==> config.mk <==
export PLATFORM = sky130hd
export DESIGN_NAME = mem_access
export DESIGN_NICKNAME = d
export VERILOG_FILES = /design/src/rtl/mem_access.sv
export SDC_FILE = /design/constraint.sdc
export NUM_CORES = 1
export LEC_CHECK = 0
export CAP_MARGIN = 10
export CORE_ASPECT_RATIO = 0.75
export CORE_MARGIN = 2
export CORE_UTILIZATION = 41
export DETAILED_ROUTE_END_ITERATION = 8
export PLACE_DENSITY = 0.76
export SLEW_MARGIN = 40
export SYNTH_ARGS = -nofsm -noshare
export SYNTH_HDL_FRONTEND = slang
export SYNTH_SLANG_ARGS = --single-unit
==> constraint.sdc <==
create_clock -name clk -period 2.3 [get_ports clk]
set_input_delay 0.46 -clock clk [delete_from_list [all_inputs] [get_ports clk]]
set_output_delay 0.46 -clock clk [all_outputs]
set_load 0.01 [all_outputs]
==> src/rtl/mem_access.sv <==
`default_nettype none
// ============================================================================
// Module   : mem_access
// Purpose  : Memory stage following the execute ALU. Uses the ALU result as
//            the effective address, issues one load/store at a time on a
//            request/response data bus, lane-aligns store data and strobes,
//            sign/zero-extends load data, and passes non-memory ops through
//            to writeback behind a registered valid/ready output.
// Build    : MEM_MISALIGN_TRAP_EN - when defined, misaligned accesses are not
//            issued; they complete in one cycle with out_misalign=1. When
//            undefined, the address is aligned down to the access size.
// Ports    : clk, resetn (async, active-low)
//            in_valid/in_ready, in_addr, in_wdata, in_memop, in_rd, in_wen
//            dreq_valid, dreq_addr, dreq_size, dreq_strobe, dreq_data
//            dresp_ok, dresp_data
//            out_valid/out_ready, out_result, out_rd, out_wen, out_misalign
// Revision : 1.0 - initial release
// ============================================================================
module mem_access #(
  parameter int REG_IDX_W = 5,
  parameter int MEMOP_W   = 4
) (
  input  logic                 clk,
  input  logic                 resetn,
  input  logic                 in_valid,
  output logic                 in_ready,
  input  logic [63:0]          in_addr,
  input  logic [63:0]          in_wdata,
  input  logic [MEMOP_W-1:0]   in_memop,
  input  logic [REG_IDX_W-1:0] in_rd,
  input  logic                 in_wen,
  output logic                 dreq_valid,
  output logic [63:0]          dreq_addr,
  output logic [2:0]           dreq_size,
  output logic [7:0]           dreq_strobe,
  output logic [63:0]          dreq_data,
  input  logic                 dresp_ok,
  input  logic [63:0]          dresp_data,
  output logic                 out_valid,
  input  logic                 out_ready,
  output logic [63:0]          out_result,
  output logic [REG_IDX_W-1:0] out_rd,
  output logic                 out_wen,
  output logic                 out_misalign
);

  localparam logic [MEMOP_W-1:0] OP_LB  = MEMOP_W'(1);
  localparam logic [MEMOP_W-1:0] OP_LH  = MEMOP_W'(2);
  localparam logic [MEMOP_W-1:0] OP_LW  = MEMOP_W'(3);
  localparam logic [MEMOP_W-1:0] OP_LD  = MEMOP_W'(4);
  localparam logic [MEMOP_W-1:0] OP_LBU = MEMOP_W'(5);
  localparam logic [MEMOP_W-1:0] OP_LHU = MEMOP_W'(6);
  localparam logic [MEMOP_W-1:0] OP_LWU = MEMOP_W'(7);
  localparam logic [MEMOP_W-1:0] OP_SB  = MEMOP_W'(8);
  localparam logic [MEMOP_W-1:0] OP_SH  = MEMOP_W'(9);
  localparam logic [MEMOP_W-1:0] OP_SW  = MEMOP_W'(10);
  localparam logic [MEMOP_W-1:0] OP_SD  = MEMOP_W'(11);

  typedef enum logic [1:0] {
    S_IDLE = 2'd0,
    S_BUSY = 2'd1,
    S_HOLD = 2'd2
  } state_t;

  state_t                 state_q;
  logic                   dreq_valid_q;
  logic [63:0]            dreq_addr_q;
  logic [2:0]             dreq_size_q;
  logic [7:0]             dreq_strobe_q;
  logic [63:0]            dreq_data_q;
  logic [MEMOP_W-1:0]     memop_q;
  logic                   is_load_q;
  logic                   wen_q;
  logic                   out_valid_q;
  logic [63:0]            out_result_q;
  logic [REG_IDX_W-1:0]   out_rd_q;
  logic                   out_wen_q;

  // Decode of the incoming op
  logic        dec_load;
  logic        dec_store;
  logic [1:0]  dec_size;
  logic [2:0]  dec_mask;
  logic [63:0] dec_addr;
  logic [2:0]  dec_off;
  logic [7:0]  dec_strobe;
  logic [63:0] dec_data;
  logic        accept;

  // Load data extraction from the raw bus word
  logic [63:0] ld_raw;
  logic [63:0] ld_value;

  assign in_ready = (state_q == S_IDLE) | ((state_q == S_HOLD) & out_ready);
  assign accept   = in_valid & in_ready;

  always_comb begin
    dec_load  = 1'b0;
    dec_store = 1'b0;
    dec_size  = 2'd0;
    case (in_memop)
      OP_LB, OP_LBU: begin dec_load  = 1'b1; dec_size = 2'd0; end
      OP_LH, OP_LHU: begin dec_load  = 1'b1; dec_size = 2'd1; end
      OP_LW, OP_LWU: begin dec_load  = 1'b1; dec_size = 2'd2; end
      OP_LD:         begin dec_load  = 1'b1; dec_size = 2'd3; end
      OP_SB:         begin dec_store = 1'b1; dec_size = 2'd0; end
      OP_SH:         begin dec_store = 1'b1; dec_size = 2'd1; end
      OP_SW:         begin dec_store = 1'b1; dec_size = 2'd2; end
      OP_SD:         begin dec_store = 1'b1; dec_size = 2'd3; end
      default:       ; // NONE and undefined codes pass through
    endcase

    case (dec_size)
      2'd0:    dec_mask = 3'b000;
      2'd1:    dec_mask = 3'b001;
      2'd2:    dec_mask = 3'b011;
      default: dec_mask = 3'b111;
    endcase

    // Aligning down is a no-op for aligned accesses, so the trap build
    // can share this path for the accesses it actually issues.
    dec_addr = {in_addr[63:3], in_addr[2:0] & ~dec_mask};
    dec_off  = dec_addr[2:0];

    dec_strobe = 8'h00;
    dec_data   = 64'd0;
    if (dec_store) begin
      case (dec_size)
        2'd0:    dec_strobe = 8'h01 << dec_off;
        2'd1:    dec_strobe = 8'h03 << dec_off;
        2'd2:    dec_strobe = 8'h0F << dec_off;
        default: dec_strobe = 8'hFF << dec_off;
      endcase
      dec_data = in_wdata << {dec_off, 3'b000};
    end
  end

`ifdef MEM_MISALIGN_TRAP_EN
  logic dec_misalign;
  logic out_misalign_q;
  assign dec_misalign = |(in_addr[2:0] & dec_mask);
  assign out_misalign = out_misalign_q;
`else
  assign out_misalign = 1'b0;
`endif

  always_comb begin
    ld_raw = dresp_data >> {dreq_addr_q[2:0], 3'b000};
    case (memop_q)
      OP_LB:   ld_value = {{56{ld_raw[7]}},  ld_raw[7:0]};
      OP_LH:   ld_value = {{48{ld_raw[15]}}, ld_raw[15:0]};
      OP_LW:   ld_value = {{32{ld_raw[31]}}, ld_raw[31:0]};
      OP_LD:   ld_value = ld_raw;
      OP_LBU:  ld_value = {56'd0, ld_raw[7:0]};
      OP_LHU:  ld_value = {48'd0, ld_raw[15:0]};
      OP_LWU:  ld_value = {32'd0, ld_raw[31:0]};
      default: ld_value = 64'd0; // stores report a zero result
    endcase
  end

  always_ff @(posedge clk or negedge resetn) begin
    if (!resetn) begin
      state_q       <= S_IDLE;
      dreq_valid_q  <= 1'b0;
      dreq_addr_q   <= 64'd0;
      dreq_size_q   <= 3'd0;
      dreq_strobe_q <= 8'h00;
      dreq_data_q   <= 64'd0;
      memop_q       <= '0;
      is_load_q     <= 1'b0;
      wen_q         <= 1'b0;
      out_valid_q   <= 1'b0;
      out_result_q  <= 64'd0;
      out_rd_q      <= '0;
      out_wen_q     <= 1'b0;
`ifdef MEM_MISALIGN_TRAP_EN
      out_misalign_q <= 1'b0;
`endif
    end else if (accept) begin
      // Accept from IDLE, or from HOLD while writeback drains (no bubble)
      out_rd_q <= in_rd;
      if (!(dec_load | dec_store)) begin
        state_q      <= S_HOLD;
        out_valid_q  <= 1'b1;
        out_result_q <= in_addr;
        out_wen_q    <= in_wen;
`ifdef MEM_MISALIGN_TRAP_EN
        out_misalign_q <= 1'b0;
      end else if (dec_misalign) begin
        state_q        <= S_HOLD;
        out_valid_q    <= 1'b1;
        out_result_q   <= in_addr;
        out_wen_q      <= 1'b0;
        out_misalign_q <= 1'b1;
`endif
      end else begin
        state_q       <= S_BUSY;
        out_valid_q   <= 1'b0;
        dreq_valid_q  <= 1'b1;
        dreq_addr_q   <= dec_addr;
        dreq_size_q   <= {1'b0, dec_size};
        dreq_strobe_q <= dec_strobe;
        dreq_data_q   <= dec_data;
        memop_q       <= in_memop;
        is_load_q     <= dec_load;
        wen_q         <= in_wen;
      end
    end else begin
      case (state_q)
        S_BUSY: begin
          if (dresp_ok) begin
            state_q      <= S_HOLD;
            dreq_valid_q <= 1'b0;
            out_valid_q  <= 1'b1;
            out_result_q <= ld_value;
            out_wen_q    <= is_load_q & wen_q;
`ifdef MEM_MISALIGN_TRAP_EN
            out_misalign_q <= 1'b0;
`endif
          end
        end
        S_HOLD: begin
          if (out_ready) begin
            state_q     <= S_IDLE;
            out_valid_q <= 1'b0;
          end
        end
        S_IDLE: ;
        default: begin
          state_q      <= S_IDLE;
          dreq_valid_q <= 1'b0;
          out_valid_q  <= 1'b0;
        end
      endcase
    end
  end

  assign dreq_valid  = dreq_valid_q;
  assign dreq_addr   = dreq_addr_q;
  assign dreq_size   = dreq_size_q;
  assign dreq_strobe = dreq_strobe_q;
  assign dreq_data   = dreq_data_q;
  assign out_valid   = out_valid_q;
  assign out_result  = out_result_q;
  assign out_rd      = out_rd_q;
  assign out_wen     = out_wen_q;

endmodule
`default_nettype wire

==> flow_summary_export.csv <==
group,metric,value,unit
sta,fin_crit,2330,ps
worst_hold_path,hp-class,"reg -> reg",
sta,slew_viol_final,0,
synth,synth_area_leaders,"dfrtp_1 (44%), mux2i_1 (7.9%), mux2_2 (6.9%)",
grt,met2_usage,46.2,%
route,wirelength,52.3,mm
die,die_area,31900,um^2
synth,synthFlopType,"dfrtp_1",
clocking,cts_buffer_depth,3,
sta,holdWs,482,ps
die,io_pins,420,
grt,grt_pass1_vias,12600,
route,detail_route.wl_per_cell,24.8,um
finish,fin_area,19600,um^2
power,peakVddDrop,828,uV
placement,dp_hpwl,39.6,mm
sta,finalSetupTns,-234,ps
sta,finalHoldViolations,0,
critical_path,r2r_end,"out_result[53]",
grt,antenna_found_initial,6,
grt,grt-ovfl-total,0,
finish,layout.cells.non_filler,2104,
route,drtAntennaViolNets,0,
finish,layout.nets,1891,
route,drc_errors,0,
clocking,cts.clk_slew.worst_paths,70,ps
critical_path,path_class,"reg -> reg",
outcome,violations,"negative setup slack",
route,drt-vias-per-instance,6.05,
synth,synth_edf_count,0,
grt,grt_pass1_wl,78.0,mm
clocking,cts_tree,"yes",
clocking,htreeDepth,1,
outcome,status,"complete, but fails checks",
synth,synth_top_area_share,43.5,%
clocking,numCtsBuffers,24,
synth,synth_area_per_cell,10.8,um^2
worst_hold_path,min_to,"dreq_strobe[0]",
placement,io_buffers,417,
synth,ys_seq_area_share,43.5,%
route,drt_iter0_drc,1243,
synth,yosysUniqueCellTypes,65,
synth,ys_ff_latch,217,
synth,async_reset_ff_share,100,%
placement,dp_cells,2040,
grt,grtUsageMet3,9.59,%
sta,tightest_slew,648,ps
sta,rsz0062_at_grt,"yes",
placement,place_area,18300,um^2
die,start_util,41.5,%
clocking,root_buffer,"clkbuf_16",
die,num_rows,55,
critical_path,rr_worst_depth,8,
critical_path,cp-end-kind,"flip-flop",
power,p_leak,8.65,nW
critical_path,timing.rr.start,"dreq_addr[1]",
finish,drive_gt1_share,22.9,%
sta,max_freq,429,MHz
finish,synthToLayoutAreaGrowth,57.3,%
critical_path,worstPathArrival,2740,ps
die,die_w,205,um
synth,syn_area,12500,um^2
route,vias,12700,
placement,gp_congestion,1.01,
die,core_area,30100,um^2
worst_hold_path,holdPathStages,1,
critical_path,cp.required,2700,ps
sta,setup_ws,-33.7,ps
critical_path,r2r_slack,-30,ps
synth,synth_area_leader_cell,"dfrtp_1",
sta,relSlewSlack,56.6,%
sta,fin_crit_sh,101,%
synth,synth_most_common_cell,"dfrtp_1",
job,drv_cap,0,
grt,track_usage,32.0,%
synth,synth_common_cells,"dfrtp_1 (217), nand2_1 (129), mux2i_1 (99)",
clocking,clkSinkCount,217,
critical_path,startpoint_type,"flip-flop",
sta,setup_violations,16,
die,die_h,155,um
sta,fin_skew,19.2,ps
synth,postSynthCellCount,1157,
power,power_density,1050,nW/um^2
synth,yosys_warnings,0,
clocking,clk_latency,540,ps
worst_hold_path,hp-start,"dreq_strobe[0]",
grt,grt_start_max_net_pins,68,
finish,utilization,65.2,%
grt,met1_usage,45.8,%
critical_path,cp_max_fo,11,
grt,grt.busiest_layer,"met2",
route,first_pass_iters,8,
==> timing repair <==
action,CTS,global route
setup buffers,10,2
resized for setup,50,37
endpoints found under the hold margin,60,0
pin swaps,5,9
gates cloned,5,0
endpoints found under the setup margin,51,136
hold buffers,1,0
==> per-layer routing <==
metal,vias to the layer above,share of wire [%]
li1,5510,-
met1,6360,43
met2,718,43
met3,131,9.9
met4,4,3.6
met5,-,0.077
==> flip-flops by register name, summed over array words and instances (netlist names), 2 cells and up <==
| register | count |
|---|---|
| dreq_addr | 64 |
| dreq_data | 64 |
| dreq_size | 2 |
| dreq_strobe | 8 |
| memop_q | 4 |
| out_rd | 5 |
| out_result | 64 |
==> worst max path at each step <==
stage                    from             end  depth (start not counted)
6_report         dreq_addr[1]  out_result[53]                          8
5_1_grt          dreq_addr[1]  out_result[49]                          7
4_1_cts          dreq_addr[1]  out_result[51]                          7
3_5_place_dp   dresp_data[47]  out_result[48]                          7
3_3_place_gp      in_memop[2]   dreq_data[62]                          8
2_1_floorplan    dreq_addr[2]  out_result[56]                          8
==> logic make-up after synthesis <==
group                  Yosys count  share of synthesized area (%)
flip-flops                     217                           43.5
XOR/XNOR                         1                         0.0702
multiplexers                   208                           20.8
other                            1                         0.0301
AO/OA/AOI/OAI                  306                           19.1
buffers and inverters          123                           4.67
AND/OR/NAND/NOR                301                           11.8
==> layout make-up <==
cell class | count | area (um^2)
Antenna cell | 4 | 10.0
Fill cell | 2336 | 10500
Sequential cell | 217 | 5440
Timing Repair Buffer | 613 | 6090
Multi-Input combinational cell | 818 | 6660
Tap cell | 399 | 499
Inverter | 10 | 37.5
Clock inverter | 15 | 240
Clock buffer | 28 | 647
==> where the power goes <==
group	switching (mW)	total, mW	internal (mW)
Sequential	0.890	6.06	5.17
Clock	1.68	4.38	2.69
Combinational	4.68	10.2	5.56
Total	7.26	20.7	13.4
==> layout by cell type (no fill, tap or decap), types with 6 or more instances in the layout <==
cell | netlist | final
clkdlybuf4s50_1 | 0 | 411
dfrtp_1 | 217 | 214
buf_4 | 11 | 158
nand2_1 | 129 | 129
mux2i_1 | 99 | 97
mux2_2 | 76 | 71
a221o_1 | 65 | 65
and3_1 | 56 | 56
o21ai_0 | 60 | 42
a22o_1 | 34 | 34
mux4_2 | 32 | 32
nor2_1 | 31 | 29
nand3_1 | 37 | 29
clkbuf_16 | 0 | 26
buf_12 | 0 | 24
a21oi_1 | 22 | 21
o21ai_1 | 2 | 19
o22ai_1 | 14 | 13
a31oi_1 | 12 | 12
a22oi_1 | 12 | 12
inv_1 | 10 | 10
a221oi_1 | 10 | 10
a2bb2oi_1 | 10 | 10
nor3_1 | 11 | 9
a32o_1 | 9 | 8
o311ai_1 | 0 | 8
nor2b_1 | 9 | 7
o211ai_1 | 7 | 7
o2bb2ai_1 | 7 | 7
nand2b_1 | 6 | 6
nand3_2 | 0 | 6
bufinv_16 | 0 | 6
==> per-stage QoR <==
step / setup slack, ps / power [mW]
4_1_cts: -46.2 / 20.5
6_report: -33.7 / 20.7
2_1_floorplan: 16.3 / 10.5
3_5_place_dp: -599 / 15.8
5_1_grt: -90.3 / 21.6
3_3_place_gp: -559 / 15.6
==> worst max-delay path, stage by stage, from the launching register on <==
cell	delay, ps
dfrtp_2	490
buf_12	170
mux2_4	310
a32o_2	270
o2111ai_4	260
buf_6	150
buf_12	130
o311ai_1	120
a221o_1	310
Power figures use the tool's default switching activity.
